[src/rtl/varredura_display_pkg.sv]
// Shared constants and types for the scoreboard 7-segment scan driver.
// Digit enables and segments are active-low (common-anode display).
package pkg_display;

  localparam logic [3:0] DIG_PLACAR_A  = 4'b1101;
  localparam logic [3:0] DIG_PLACAR_B  = 4'b1110;
  localparam logic [3:0] DIG_CRONO_DEZ = 4'b0111;
  localparam logic [3:0] DIG_CRONO_UNI = 4'b1011;
  localparam logic [3:0] DIG_NENHUM    = 4'b1111;

  localparam logic [6:0] SEG_APAGADO = 7'b1111111;
  localparam logic [6:0] SEG_TRACO   = 7'b0111111;

  typedef struct packed {
    logic [3:0] placar_a;
    logic [3:0] placar_b;
    logic [3:0] crono_dez;
    logic [3:0] crono_uni;
  } digitos_t;

  // Anode wiring does not follow slot order, hence the explicit table.
  function automatic logic [3:0] dig_do_slot(input logic [1:0] slot);
    case (slot)
      2'd0:    return DIG_PLACAR_A;
      2'd1:    return DIG_PLACAR_B;
      2'd2:    return DIG_CRONO_DEZ;
      default: return DIG_CRONO_UNI;
    endcase
  endfunction

endpackage

[src/rtl/varredura_display_if.sv]
// Display bus: four BCD digits plus load strobe in, scanned anodes/segments out.
interface varredura_display_if;
  logic [3:0] placar_a;
  logic [3:0] placar_b;
  logic [3:0] crono_dez;
  logic [3:0] crono_uni;
  logic       carregar;
  logic [3:0] digito;
  logic [6:0] segmentos;
  logic       inicio_quadro;

  modport master (
    output placar_a, placar_b, crono_dez, crono_uni, carregar,
    input  digito, segmentos, inicio_quadro
  );

  modport slave (
    input  placar_a, placar_b, crono_dez, crono_uni, carregar,
    output digito, segmentos, inicio_quadro
  );
endinterface

[src/rtl/varredura_display_bcd_7seg.sv]
// BCD to active-low 7-segment decoder, bit order {g,f,e,d,c,b,a}.
// Non-decimal codes show a dash so bad data is visible on the panel.
module bcd_7seg
  import pkg_display::*;
(
  input  logic [3:0] bcd,
  output logic [6:0] seg
);

  always_comb begin
    case (bcd)
      4'd0:    seg = 7'b1000000;
      4'd1:    seg = 7'b1111001;
      4'd2:    seg = 7'b0100100;
      4'd3:    seg = 7'b0110000;
      4'd4:    seg = 7'b0011001;
      4'd5:    seg = 7'b0010010;
      4'd6:    seg = 7'b0000010;
      4'd7:    seg = 7'b1111000;
      4'd8:    seg = 7'b0000000;
      4'd9:    seg = 7'b0010000;
      default: seg = SEG_TRACO;
    endcase
  end

endmodule

[src/rtl/varredura_display.sv]
// 4-digit multiplexed display driver: prescaled slot scan, per-slot blanking,
// and a per-frame shadow of the loaded digits so a frame never tears.
module varredura_display
  import pkg_display::*;
#(
  parameter int CLK_HZ       = 50_000_000,
  parameter int SCAN_HZ      = 240,
  parameter int BLANK_CYCLES = 64
) (
  input  logic                clock,
  input  logic                reset_n,
  varredura_display_if.slave  disp
);

  localparam int SLOT_CYCLES = CLK_HZ / SCAN_HZ;
  localparam int PRE_W       = (SLOT_CYCLES > 1) ? $clog2(SLOT_CYCLES) : 1;
  localparam logic [PRE_W-1:0] PRE_MAX   = PRE_W'(SLOT_CYCLES - 1);
  localparam logic [PRE_W-1:0] PRE_BLANK = PRE_W'(BLANK_CYCLES);

  logic [PRE_W-1:0] pre;
  logic [1:0]       slot;
  digitos_t         pendente, sombra, sombra_prox;
  logic             inicio, apagar;
  logic [3:0]       bcd_sel;
  logic [6:0]       seg_dec;
  logic [3:0]       digito_q;
  logic [6:0]       segmentos_q;
  logic             inicio_q;

  assign inicio = (pre == '0) && (slot == 2'd0);
  assign apagar = (pre < PRE_BLANK);

  // Decode from the value the shadow takes at this edge, so a zero-length
  // blanking window still shows the new frame's first digit correctly.
  always_comb sombra_prox = inicio ? pendente : sombra;

  always_comb begin
    case (slot)
      2'd0:    bcd_sel = sombra_prox.placar_a;
      2'd1:    bcd_sel = sombra_prox.placar_b;
      2'd2:    bcd_sel = sombra_prox.crono_dez;
      default: bcd_sel = sombra_prox.crono_uni;
    endcase
  end

  bcd_7seg u_bcd_7seg (
    .bcd (bcd_sel),
    .seg (seg_dec)
  );

  always_ff @(posedge clock or negedge reset_n) begin
    if (!reset_n) begin
      pre         <= '0;
      slot        <= 2'd0;
      pendente    <= '0;
      sombra      <= '0;
      digito_q    <= DIG_NENHUM;
      segmentos_q <= SEG_APAGADO;
      inicio_q    <= 1'b0;
    end else begin
      if (pre == PRE_MAX) begin
        pre  <= '0;
        slot <= slot + 2'd1;
      end else begin
        pre <= pre + PRE_W'(1);
      end
      // A load coinciding with the frame boundary lands in the next frame.
      if (disp.carregar)
        pendente <= '{disp.placar_a, disp.placar_b, disp.crono_dez, disp.crono_uni};
      sombra      <= sombra_prox;
      digito_q    <= apagar ? DIG_NENHUM  : dig_do_slot(slot);
      segmentos_q <= apagar ? SEG_APAGADO : seg_dec;
      inicio_q    <= inicio;
    end
  end

  assign disp.digito        = digito_q;
  assign disp.segmentos     = segmentos_q;
  assign disp.inicio_quadro = inicio_q;

endmodule
[src/flat_wrapper.sv]
// flat-port wrapper written by rule: the top's interface ports become plain ports
module varredura_display_flat import pkg_display::*;
#(
  parameter int CLK_HZ       = 50_000_000,
  parameter int SCAN_HZ      = 240,
  parameter int BLANK_CYCLES = 64
)
  (clock, reset_n, disp_placar_a, disp_placar_b, disp_crono_dez, disp_crono_uni, disp_carregar, disp_digito, disp_segmentos, disp_inicio_quadro);
  varredura_display_if disp_i ();
  input  logic clock;
  input  logic reset_n;
  input wire logic [$bits(disp_i.placar_a)-1:0] disp_placar_a;
  input wire logic [$bits(disp_i.placar_b)-1:0] disp_placar_b;
  input wire logic [$bits(disp_i.crono_dez)-1:0] disp_crono_dez;
  input wire logic [$bits(disp_i.crono_uni)-1:0] disp_crono_uni;
  input wire logic [$bits(disp_i.carregar)-1:0] disp_carregar;
  output wire logic [$bits(disp_i.digito)-1:0] disp_digito;
  output wire logic [$bits(disp_i.segmentos)-1:0] disp_segmentos;
  output wire logic [$bits(disp_i.inicio_quadro)-1:0] disp_inicio_quadro;
  assign disp_i.placar_a = disp_placar_a;
  assign disp_i.placar_b = disp_placar_b;
  assign disp_i.crono_dez = disp_crono_dez;
  assign disp_i.crono_uni = disp_crono_uni;
  assign disp_i.carregar = disp_carregar;
  assign disp_digito = disp_i.digito;
  assign disp_segmentos = disp_i.segmentos;
  assign disp_inicio_quadro = disp_i.inicio_quadro;
  varredura_display #(.CLK_HZ(CLK_HZ), .SCAN_HZ(SCAN_HZ), .BLANK_CYCLES(BLANK_CYCLES)) u_core (.clock(clock), .reset_n(reset_n), .disp(disp_i));
endmodule
[config.mk]
export PLATFORM = sky130hd
export DESIGN_NAME = varredura_display_flat
export DESIGN_NICKNAME = d
export VERILOG_FILES = /design/src/rtl/varredura_display_pkg.sv /design/src/rtl/varredura_display_if.sv /design/src/rtl/varredura_display_bcd_7seg.sv /design/src/rtl/varredura_display.sv /design/src/flat_wrapper.sv
export SDC_FILE = /design/constraint.sdc
export NUM_CORES = 1
export LEC_CHECK = 0
export CORE_MARGIN = 2
export CORE_UTILIZATION = 35
export DETAILED_ROUTE_END_ITERATION = 10
export DONT_BUFFER_PORTS = 1
export PLACE_DENSITY = 0.59
export SETUP_SLACK_MARGIN = 0.2
export SLEW_MARGIN = 20
export SYNTH_ARGS = -nofsm -noshare
export SYNTH_HDL_FRONTEND = slang
export SYNTH_SLANG_ARGS = --single-unit
[constraint.sdc]
create_clock -name clock -period 3.2 [get_ports clock]
set_clock_uncertainty 0.05 [all_clocks]
set_input_delay 0.32 -clock clock [delete_from_list [all_inputs] [get_ports clock]]
set_output_delay 0.32 -clock clock [all_outputs]
set_load 0.05 [all_outputs]
Word-level counts from Yosys, hierarchy flattened
Memories as Yosys holds them, arrays and structs flattened.
Index checks and enable logic that the tools add are counted.

cells by class
  add/subtract/negate cells = 2
  magnitude comparators = 1
  eq/ne operators = 3
  multiplexer cells = 6
  reduce and logical (&&, ||, !) cells = 3

operators by type and width
  cell                   number
  $pmux 4 s3             2
  $add 18x1->18 const B  1
  $eq 18x18->1 const B   1
  $logic_not 18->1       1
  $lt 18x7->1 const B    1
  $mux 18                1
  $mux 16                1
  $mux 7                 1
  $mux 4                 1
  $add 2x1->2 const B    1
  $eq 2x1->1 const B     1
  $eq 2x2->1 const B     1
  $logic_not 2->1        1
  $logic_and 1x1->1      1

storage, ports and cells
  flip-flop bits (word level) = 64
  ROM bits = 112
  bits of input ports = 19
  output and inout bits = 12
  logic and storage cells = 29
  memories = 1

memories
  name             words  width  rd ports  clocked after Yosys merged registers in  write ports  line                              source
  (no name shown)  16     7      1         0                                        0            varredura_display_bcd_7seg.sv:11  case (bcd)

Longest topological paths before layout
An unclocked memory read counts as a cell.

  word-level depth = 6
  mapped depth = 14
  mapped depth without buffers = 12

Cells and area by module
Synthesis repeated with hierarchy kept, for this count alone.

second synthesis, totals
  cell total of the unflattened synthesis = 277
  area, all modules = 3078.0 µm²

modules (own cells, without submodules)
  module             instances  cells an instance  area each (µm²)  seq. area each (µm²)
  varredura_display  1          244                2872.8           1615.3
  bcd_7seg           1          33                 205.2            0.0

Worst setup path before layout
No wires, ideal clock.

  kind = reg-to-reg
  start = register u_core.pre[0]
  end = register u_core.segmentos_q[4] (netlist: u_core.disp.segmentos[4])
  setup time = 0.081 ns
  arrival = 2.497 ns
  data required time = 3.069 ns
  setup slack = 0.572 ns
  cell stages (with the launch flop) = 14
  path buffers = 2
  period minus slack after synthesis = 2.628 ns
  cell sequence = dfrtp_1 inv_1 ha_1 nor3b_2 and3_1 clkbuf_2 buf_2 nand3_1 a21oi_1 o41a_1 inv_1 ha_1 mux2_4 a32oi_1

between the ends
  word-level cells in the longest chain between the ends = 6
  elaborated cells on any way between the ends = 7
  those cells by class = order compare (1); mux (3); reduce/logical (2); memory (1)

RTL lines
  item                    line                     source
  from (decl)             varredura_display.sv:20  logic [PRE_W-1:0] pre;
  from (signal assigned)  varredura_display.sv:65  pre <= pre + PRE_W'(1);
  $logic_not 18->1        varredura_display.sv:30  assign inicio = (pre == '0) && (slot == 2'd0);
  $logic_and 1x1->1       varredura_display.sv:30
  $mux 16                 varredura_display.sv:35  always_comb sombra_prox = inicio ? pendente : sombra;
  $pmux 4 s3              varredura_display.sv:38  case (slot)
  $mem_v2 16x7            n/a
  $mux 7 *                varredura_display.sv:72  segmentos_q <= apagar ? SEG_APAGADO : seg_dec;
  to (signal assigned)    varredura_display.sv:72
  to (decl)               varredura_display.sv:27  logic [6:0] segmentos_q;

Every way passes the cells marked *; elsewhere a longest branch is shown, timed or not.
A chain may end at the register's enable or synchronous reset.

Final worst setup path
  start = register u_core.pre[0]
  end = register u_core.segmentos_q[2] (netlist: u_core.disp.segmentos[2])

Same word-level chain as after synthesis.

==> metrics <==
outcome=completed; Comb power frac=0.053; initial antenna violation count=0; Vias=2,041; crit path time final=2820 ps; CP max FO=15; Ant. Diodes=0; Startpoint Class=flop; DR WL/cell=15.0 um; Lkg Pwr=1.53 nW; TNS Setup=0 ps; share of cells above drive strength 1=0.239; via density per instance=5.04; Cell Area, Placed=3170 um^2; vias in the first global route=2,040; Synth async-reset ratio=1.00; clock root buffer master=clkbuf_8; CTS tree=done; gr usage total=0.135; Synth-to-Final Area Change=13.7%; Clock Tree Buf Depth=2; RSZ-0062 raised after global routing=true; Max VDD drop=0.135 mV; Seq cells post-synth=64; row count=34; Clock transition at path regs=70 ps; HPWL Detailed=4.07 mm; slowest CP cell=o41a_1; power density relative to cell area=452 nW/um^2; Syn Area/Cell=11.0 um^2; Net Sw Frac=0.225; DRC=0; Design Area, Final=3490 um^2; Pre-Repair DR Iteration Count=4; buffers added on ports=0; Area contributors post-synth=dfrtp_1 (43%), dfstp_2 (9.4%), mux2_2 (5.9%); TritonCTS buffer count=9; Hold Crit Class=in2reg; post-synth top area share=0.432; period utilization=0.882; Main synth FF type=dfrtp_1; Slew @ Worst Pin=574 ps; sequential area share after synthesis=0.526; clk_lat worst skew=330 ps; crit-path most repeated cell=ha_1; pin count of the biggest net entering global routing=65; slowest stage delay, CP=490 ps; Internal=1.22 mW; first-pass GRT wire length=10.2 mm; Antenna Nets Post-Route=0; core area=8590 um^2; drt total wl=6.08 mm; kind of critical path=reg2reg; Synth Cell Area=3070 um^2; register share of total power=0.542; Crit path arrival time=3010 ps; Max Fclk=0.354 GHz; CTS H-tree lvls=3; max_slew headroom=0.614; initial core utilization=0.357; Synthesis Warnings=0; initial DRC count=105; worst-path cell chain=inv_1 > ha_1 > nor3b_4 > nand3_4 > o21ai_0 > a21oi_1 > o41a_1 > buf_4 > ha_1 > a211oi_1 > a41oi_1; Clk network pwr share=0.406; final setup vio count=0; Die ar.=9530 um^2; GRT overflow=0; syn nets=312; clk sink count=64; DIE WIDTH=97.6 um; post-synth top area cell=dfrtp_1; DIE HEIGHT=97.6 um; EDFF count, synth=0; max-cap violation count=0; crit end category=flop; Gate Count Post-Synth=280; Net Sw Power=0.355 mW; Req. time, crit path=3380 ps; Yosys cell types=44; final slew viol count=0; # IOs=31; gpl congestion=0.746; final hold vios=0; Layout Nets=324
## stage by stage
stage / hold slack (ps) / std cells / utilization / power (mW) / setup slack (ps)
floorplan: -25.6 / 280 / - / 0.918 / 572
global placement: -24.3 / 380 / 0.369 / 0.927 / 258
detailed placement: -24.3 / 380 / 0.369 / 0.929 / 141
CTS: 65.8 / 398 / 0.395 / 1.60 / 246
global route: 58.3 / 405 / 0.406 / 1.66 / 187
finish: 83.0 / 405 / 0.406 / 1.58 / 378
## cell usage in the layout (no fill, tap or decap), types with 2 or more instances in the layout
cell type	n
nand3_1	29
xor2_1	8
clkinv_2	3
buf_4	12
and3_4	2
inv_1	12
o21ai_1	2
xnor2_1	7
clkbuf_8	12
dfstp_2	11
nor3_1	2
o21ai_0	19
nor4_4	3
nand3_4	2
mux2_2	16
a32oi_1	2
o31ai_1	2
nor2_1	17
nor4_1	2
o41a_1	2
a21oi_1	13
ha_1	13
nand2_1	28
dfrtp_1	53
mux2i_1	2
and3_1	2
and2_1	3
## sequential cells by signal (all words and copies together) (netlist names)
| register | flops |
|---|---|
| u_core.disp.inicio_quadro | 1 |
| u_core.pre | 18 |
| u_core.pendente | 16 |
| u_core.sombra | 16 |
| u_core.disp.digito | 4 |
| u_core.disp.segmentos | 7 |
| u_core.slot | 2 |
## Yosys cell counts (all sizes together), types with 2 or more instances
cell	number
a21oi	13
a32oi	2
and2	3
and3	5
buf	7
clkbuf	6
dfrtp	53
dfstp	11
ha	13
inv	12
mux2	17
mux2i	2
nand2	28
nand3	31
nor2	18
nor3	2
nor4	6
o21ai	21
o31ai	3
o41a	2
o41ai	2
xnor2	7
xor2	8
## routing by layer
metal  track usage  wire (um)
met2         0.221       3100
met3        0.0410        217
met1         0.165       2640
met5             0          0
met4        0.0545        116
## power by group through the flow
stage	combinational, mW	sequential, mW	clock, mW
after detailed placement	0.0600	0.869	0
after global placement	0.0579	0.869	0
after CTS	0.0817	0.854	0.664
after floorplan	0.0554	0.863	0
final	0.0829	0.854	0.640
after global routing	0.0944	0.857	0.703
## area by class of cell
class                   instances  area (um^2)
flip-flops and latches         64         1620
multi-input cells             191         1380
well taps                     108          135
repair buffers                 14          128
clock inverters                 3         15.0
inverters                      12         45.0
clock buffers                  13          169
fillers                       815         5100
## what timing repair did
| action | in CTS | in global routing |
|---|---|---|
| hold buffers | 2 | 0 |
| setup buffers | 0 | 7 |
| gates resized for setup | 1 | 7 |
| endpoints found under the hold margin | 64 | 0 |
| pin swaps | 0 | 2 |
| setup endpoints to repair | 2 | 7 |
## worst max-delay path, delay by kind of cell, from the launching register on
family / cells / cell delay (ps)
DFF: 1 / 420
AOI/OAI and AO/OA: 5 / 1150
buffers and inverters: 2 / 250
and+or+nand+nor: 2 / 500
adders and majority gates: 2 / 350
## worst paths after layout
| kind | from | to | slack, ps | cells past startpoint |
|---|---|---|---|---|
| worst max-delay path | u_core.pre[0] | u_core.disp.segmentos[2] | 380 | 11 |
| worst min-delay path | disp_crono_uni[0] | u_core.pendente[0] | 80 | 1 |
| worst max register to register | u_core.pre[0] | u_core.disp.segmentos[2] | 380 | 11 |
| worst min register to register | u_core.sombra[5] | u_core.sombra[5] | 450 | 2 |
| max in group asynchronous | reset_n | u_core.disp.digito[0] | 2330 | 2 |
| min in group asynchronous | reset_n | u_core.pendente[8] | 470 | 2 |
## cells by family (layout without fill, tap and decap cells)
group	after synthesis	in the layout	share of synthesized area
buffers and inverters	25	42	0.0408
AO/OA/AOI/OAI	46	46	0.0995
adder cells (fa/ha/maj)	13	13	0.0530
flip-flops	64	64	0.526
XOR/XNOR	15	15	0.0428
multiplexers	19	19	0.0701
AND/OR/NAND/NOR	98	98	0.168
(Power assumes the default switching activity.)
==> RTL edit 1: new RTL, same settings <==
`CLK_HZ` is set to 50_000_000 in 2 places; all go to 200_000_000.
--- a/src/rtl/varredura_display.sv
+++ b/src/rtl/varredura_display.sv
@@ -3,7 +3,7 @@
 module varredura_display
   import pkg_display::*;
 #(
-  parameter int CLK_HZ       = 50_000_000,
+  parameter int CLK_HZ       = 200_000_000,
   parameter int SCAN_HZ      = 240,
   parameter int BLANK_CYCLES = 64
 ) (
--- a/src/flat_wrapper.sv
+++ b/src/flat_wrapper.sv
@@ -1,7 +1,7 @@
 // flat-port wrapper written by rule: the top's interface ports become plain ports
 module varredura_display_flat import pkg_display::*;
 #(
-  parameter int CLK_HZ       = 50_000_000,
+  parameter int CLK_HZ       = 200_000_000,
   parameter int SCAN_HZ      = 240,
   parameter int BLANK_CYCLES = 64
 )
Check against the original RTL: same outputs for any inputs over 10 cycles, from zero or initial values and one cycle with reset_n low; that may be too few to reach the edited logic, so the function may still have changed.
==> RTL edit 1 against the original RTL <==
First-iteration DRC count is 48% lower. Total power rose by 6.5%. Final area grew 7.0%. Sequential cell count increased by 2. Sequential share of layout area down 1.7 points. Routed wire length is 1.1% higher. Area after synthesis grew 2.7%. Hold slack got worse by 4.4 ps. Worst setup slack worse by 190 ps. Via count rose by 1.2%. Sequential power is 3.2% higher. Combinational power up 18%. Fmax down 6.3%. Largest power group unchanged.
==> RTL edit 1: results (changes against the original RTL) <==
| Metric | Value |
|---|---|
| Hold slack | `78.6 ps (-4.36 ps)` |
| Placed inst area | `3340 sq um (+5.3%)` |
| Dpl cells | `386 (+1.6%)` |
| Synth Area in XOR/XNOR | `5.28% (+1.0 points)` |
| Worst Hold Launch | `disp_crono_dez[1]` |
| Average size of a mapped cell | `11.3 sq um (+3.1%)` |
| Maximum vdd ir drop | `0.183 mV (+36%)` |
| Post-route clock period utilization | `94.1% (+5.9 points)` |
| Register-to-Register Path Depth | `13 (+2)` |
| DP Worst Slack | `-19.0 ps (-160 ps)` |
| Netlist cell types | `43 (-2.3%)` |
| Non-Filler Instances | `417 (+3.0%)` |
| CP endpoint | `u_core.disp.segmentos[3]` |
| Mux contribution to synthesized area | `9.01% (+2.0 points)` |
| Worst relative slew slack | `64.9% (+3.4 points)` |
| Top cells by count, synth | `55 x dfrtp_1, 26 x nand2_1, 25 x nand3_1, 24 x nor2_1, 19 x mux2_2` |
| Met1 usage | `17.0% (+0.49 points)` |
| Sequential share of the synthesized area | `52.8% (+0.21 points)` |
| Setup slack, reg-to-reg | `190 ps (-190 ps)` |
| Arrival time worst endpoint | `3220 ps (+210 ps)` |
| Status | `complete, no violations` |
| Top flop regs | `u_core.pre (20), u_core.pendente (16), u_core.sombra (16)` |
| GR Util met3 | `3.40% (-0.70 points)` |
| Post-synthesis compound-gate area fraction | `7.46% (-2.5 points)` |
| Ant. Diodes | `0 (unchanged)` |
| Leak Pwr | `1.67 nW (+8.9%)` |
| Share of layout cells above drive strength 1 | `30.7% (+6.8 points)` |
| Total Wirelength | `6.15 mm (+1.1%)` |
| Wire length of the first global-routing pass | `10.5 mm (+3.4%)` |
| CP Max Fanout | `4 (-11)` |
| Largest net degree at the start of global routing | `67 (+3.1%)` |
| GPL Wtd Cong | `0.757 (+1.5%)` |
| M2 GR Usage | `22.5% (+0.38 points)` |
| Net count, final | `336 (+3.7%)` |
| Total global-route track usage | `13.6% (+0.15 points)` |
| Vias per std cell | `4.95 (-1.7%)` |
| Cell area after layout | `3730 sq um (+7.0%)` |
| Post-synthesis adder-cell area fraction | `5.16% (-0.14 points)` |
| Starting DRT DRC Count | `55 (-48%)` |
| DP HPWL | `4.12 mm (+1.0%)` |
| Top post-synthesis cells by area | `dfrtp_1 44%, dfstp_2 9.2%, mux2_2 6.8%` |
| Vias in the first global route | `2,186 (+7.2%)` |
RTL edit 1: changes by cell type in the layout (fill, tap and decap cells not counted), moves of 3 or more:
cell	before	now
nor2_1	17	23
inv_2	0	4
nand3_1	29	25
nor2b_1	1	4
buf_4	12	23
ha_1	13	10
o21ai_1	2	11
a21boi_1	0	7
mux2_4	1	5
a21oi_1	13	2
nand4_1	1	4
o21ai_0	19	4
inv_1	12	5
RTL edit 1: worst max-delay path, stage by stage, from the launching register on:
cell and delay, ps:
dfrtp_1 390, inv_2 90, ha_4 140, or4b_4 460
nand3b_4 180, nor2_4 190, mux2_4 340, a2111oi_4 320
a21oi_2 90, inv_2 110, ha_1 250, mux2i_1 140
nor2_1 60, o21ai_1 130
RTL edit 1: power by group:
part	leakage [nW]	internal, mW	total, mW	switching [mW]
combinational	0.750	0.0494	0.0978	0.0484
sequential	0.816	0.865	0.881	0.0152
clock	0.101	0.403	0.701	0.298
total	1.67	1.32	1.68	0.362
RTL edit 1: layout make-up:
class | instances | area (sq um)
clock buffer | 14 | 163
clock inverter | 2 | 35.0
fill | 814 | 4990
inverter | 9 | 33.8
multi-input combinational | 192 | 1480
sequential | 66 | 1670
tap | 108 | 135
timing repair buffer | 26 | 221
RTL edit 1: what timing repair did:
action	in CTS	in global routing
gates cloned	0	0
endpoints found under the setup margin	7	7
gates resized for setup	7	10
hold endpoints to repair	66	0
pin swaps	2	0
buffers inserted	11	2
hold buffers	2	0
RTL edit 1: metal layers:
layer  up-vias  part of all wire (%)
met4         0                   1.8
li1       1012                     -
met1      1014                    46
met5         -                     0
met2        31                    49
met3         9                   3.2
==> RTL edit 2: new RTL, config.mk and constraints unchanged <==
Made on the original files. Reset style: synchronous (`reset_n`), changed in one clocked block.
--- a/src/rtl/varredura_display.sv
+++ b/src/rtl/varredura_display.sv
@@ -48,7 +48,7 @@
     .seg (seg_dec)
   );
 
-  always_ff @(posedge clock or negedge reset_n) begin
+  always_ff @(posedge clock) begin
     if (!reset_n) begin
       pre         <= '0;
       slot        <= 2'd0;
Check against the original RTL: differs if reset_n is asserted again (counterexample within 4 cycles, from zero or initial values and one cycle with reset_n low); with reset_n held inactive, the same outputs for 10 cycles.
==> RTL edit 2 against the original RTL <==
Sequential cell count is the same. Clock power grew 12%. Final area down 8.8%. Synthesized cell count is 1.4% higher. Worst setup slack is essentially flat. Total power increased by 8.3%. Area after synthesis shrank 7.8%. Routed wire length down 16%. Global-route usage is 0.77 points lower. Non-clock buffer count down 8. Critical path type unchanged. Critical endpoint is now u_core.disp.segmentos[0].
==> RTL edit 2: results (changes against the original RTL) <==
| Metric | Value |
|---|---|
| Status | `complete, no violations` |
| Largest net degree at the start of global routing | `39 (-40%)` |
| DP Worst Slack | `112 ps (-29.4 ps)` |
| Arrival time worst endpoint | `3010 ps (about the same)` |
| Ant. Diodes | `0 (unchanged)` |
| Vias per std cell | `4.61 (-8.4%)` |
| Sequential share of the synthesized area | `45.3% (-7.4 points)` |
| Slowest CP cell | `o31a_1` |
| Netlist cell types | `40 (-9.1%)` |
| Starting DRT DRC Count | `69 (-34%)` |
| Placed inst area | `2920 sq um (-7.9%)` |
| Top flop regs | `u_core.pre (18), u_core.pendente (16), u_core.sombra (16)` |
| Vias in the first global route | `1,773 (-13%)` |
| Share of layout cells above drive strength 1 | `12.2% (-12 points)` |
| Maximum vdd ir drop | `0.169 mV (+25%)` |
| Commonest register cell after synthesis | `dfxtp_1` |
| Clk_lat worst skew | `340 ps` |
| Number of synthesized flops with an enable pin | `0 (unchanged)` |
| Max reg flops | `18 (unchanged)` |
| Total Wirelength | `5.10 mm (-16%)` |
| GPL Wtd Cong | `0.797 (+6.8%)` |
| Num CTS Buffers | `9 (unchanged)` |
| Post-synthesis async set-or-reset flop share | `0% (-100 points)` |
| Total global-route track usage | `12.7% (-0.77 points)` |
| H-tree depth | `3 (unchanged)` |
| Leak Pwr | `1.26 nW (-18%)` |
| CP Max Fanout | `12 (-3)` |
| Yosys Warn Count | `0 (unchanged)` |
| Fill cells | `781 (-4.2%)` |
| Worst-path clk slew | `70 ps (about the same)` |
| Slowest stage delay, CP | `420 ps (-70 ps)` |
| Slew at the pin with the worst max-slew slack | `558 ps (-15.5 ps)` |
| Wire length of the first global-routing pass | `8.53 mm (-16%)` |
| Top post-synthesis cells by area | `dfxtp_1 45%, mux2i_1 11%, ha_1 6.6%` |
| Post-Syn Nets | `318 (+1.9%)` |
| Register area | `1280 sq um (-21%)` |
| DP HPWL | `3.56 mm (-13%)` |
| Top cells by count, synth | `64 x dfxtp_1, 31 x mux2i_1, 27 x nor2b_1, 25 x nor2_1, 16 x nand2_1` |
[RTL edit 2: cell types whose count changed after synthesis, sizes merged, moves of 6 or more]
| cell | unedited run | this run |
|---|---|---|
| dfxtp | 0 | 64 |
| dfrtp | 53 | 0 |
| mux2i | 2 | 31 |
| nor2b | 1 | 27 |
| nand3 | 31 | 10 |
| o21ai | 21 | 3 |
| nand2 | 28 | 16 |
| a21oi | 13 | 2 |
| dfstp | 11 | 0 |
| mux2 | 17 | 7 |
| nor2 | 18 | 26 |
| and2 | 3 | 9 |
[RTL edit 2: area by class of cell]
class / count / share of cell area [%]
Multi-Input combinational cell: 195 / 45.8
Tap cell: 102 / 4.01
Inverter: 14 / 1.65
Clock buffer: 12 / 4.87
Sequential cell: 64 / 40.3
Clock inverter: 4 / 1.65
Timing Repair Buffer: 6 / 1.81
[RTL edit 2: critical path, delay by kind of cell (launching register included)]
family,cells,cell delay (ps)
AOI/OAI and AO/OA,3,820
adders and majority gates,1,140
buffers and inverters,2,240
DFF,1,350
muxes,2,660
and+or+nand+nor,3,460
[RTL edit 2: routing by layer]
metal / vias to the layer above / wire length (microns) / track usage, %
met5: - / 0 / 0
met1: 830 / 2470 / 14.7
met2: 32 / 2270 / 20.0
met4: 0 / 148 / 7.97
met3: 12 / 215 / 4.33
li1: 958 / - / -
[RTL edit 2: worst paths after layout]
check / from / end / slack (ps) / cells after the start
setup / recovery: u_core.pre[0] / u_core.disp.segmentos[0] / 380 / 11
hold / removal: reset_n / u_core.disp.inicio_quadro / 50 / 1
setup reg to reg: u_core.pre[0] / u_core.disp.segmentos[0] / 380 / 11
hold reg to reg: u_core.pre[0] / u_core.pre[0] / 430 / 1
[RTL edit 2: cells by family after synthesis]
family,after synthesis,synth area share [%]
fa+ha+maj,15,6.63
xor+xnor,16,4.95
compound gates,18,4.69
mux,38,14.0
flops,64,45.3
buf+inv,25,3.85
simple gates,108,20.6
[RTL edit 2: stage by stage]
step | std cells | hold WS, ps
floorplan | 284 | 392
global placement | 377 | 400
detailed placement | 377 | 402
CTS | 395 | 27.9
global route | 397 | 28.6
finish | 397 | 54.1
[RTL edit 2: timing repair]
action	CTS	global route
setup buffers	2	2
endpoints found under the setup margin	4	6
gates resized for setup	0	3
pin swaps	1	2
[RTL edit 2: where the power goes]
part	internal, mW	switching, mW
sequential	0.823	0.0181
combinational	0.0832	0.0654
clock	0.402	0.315
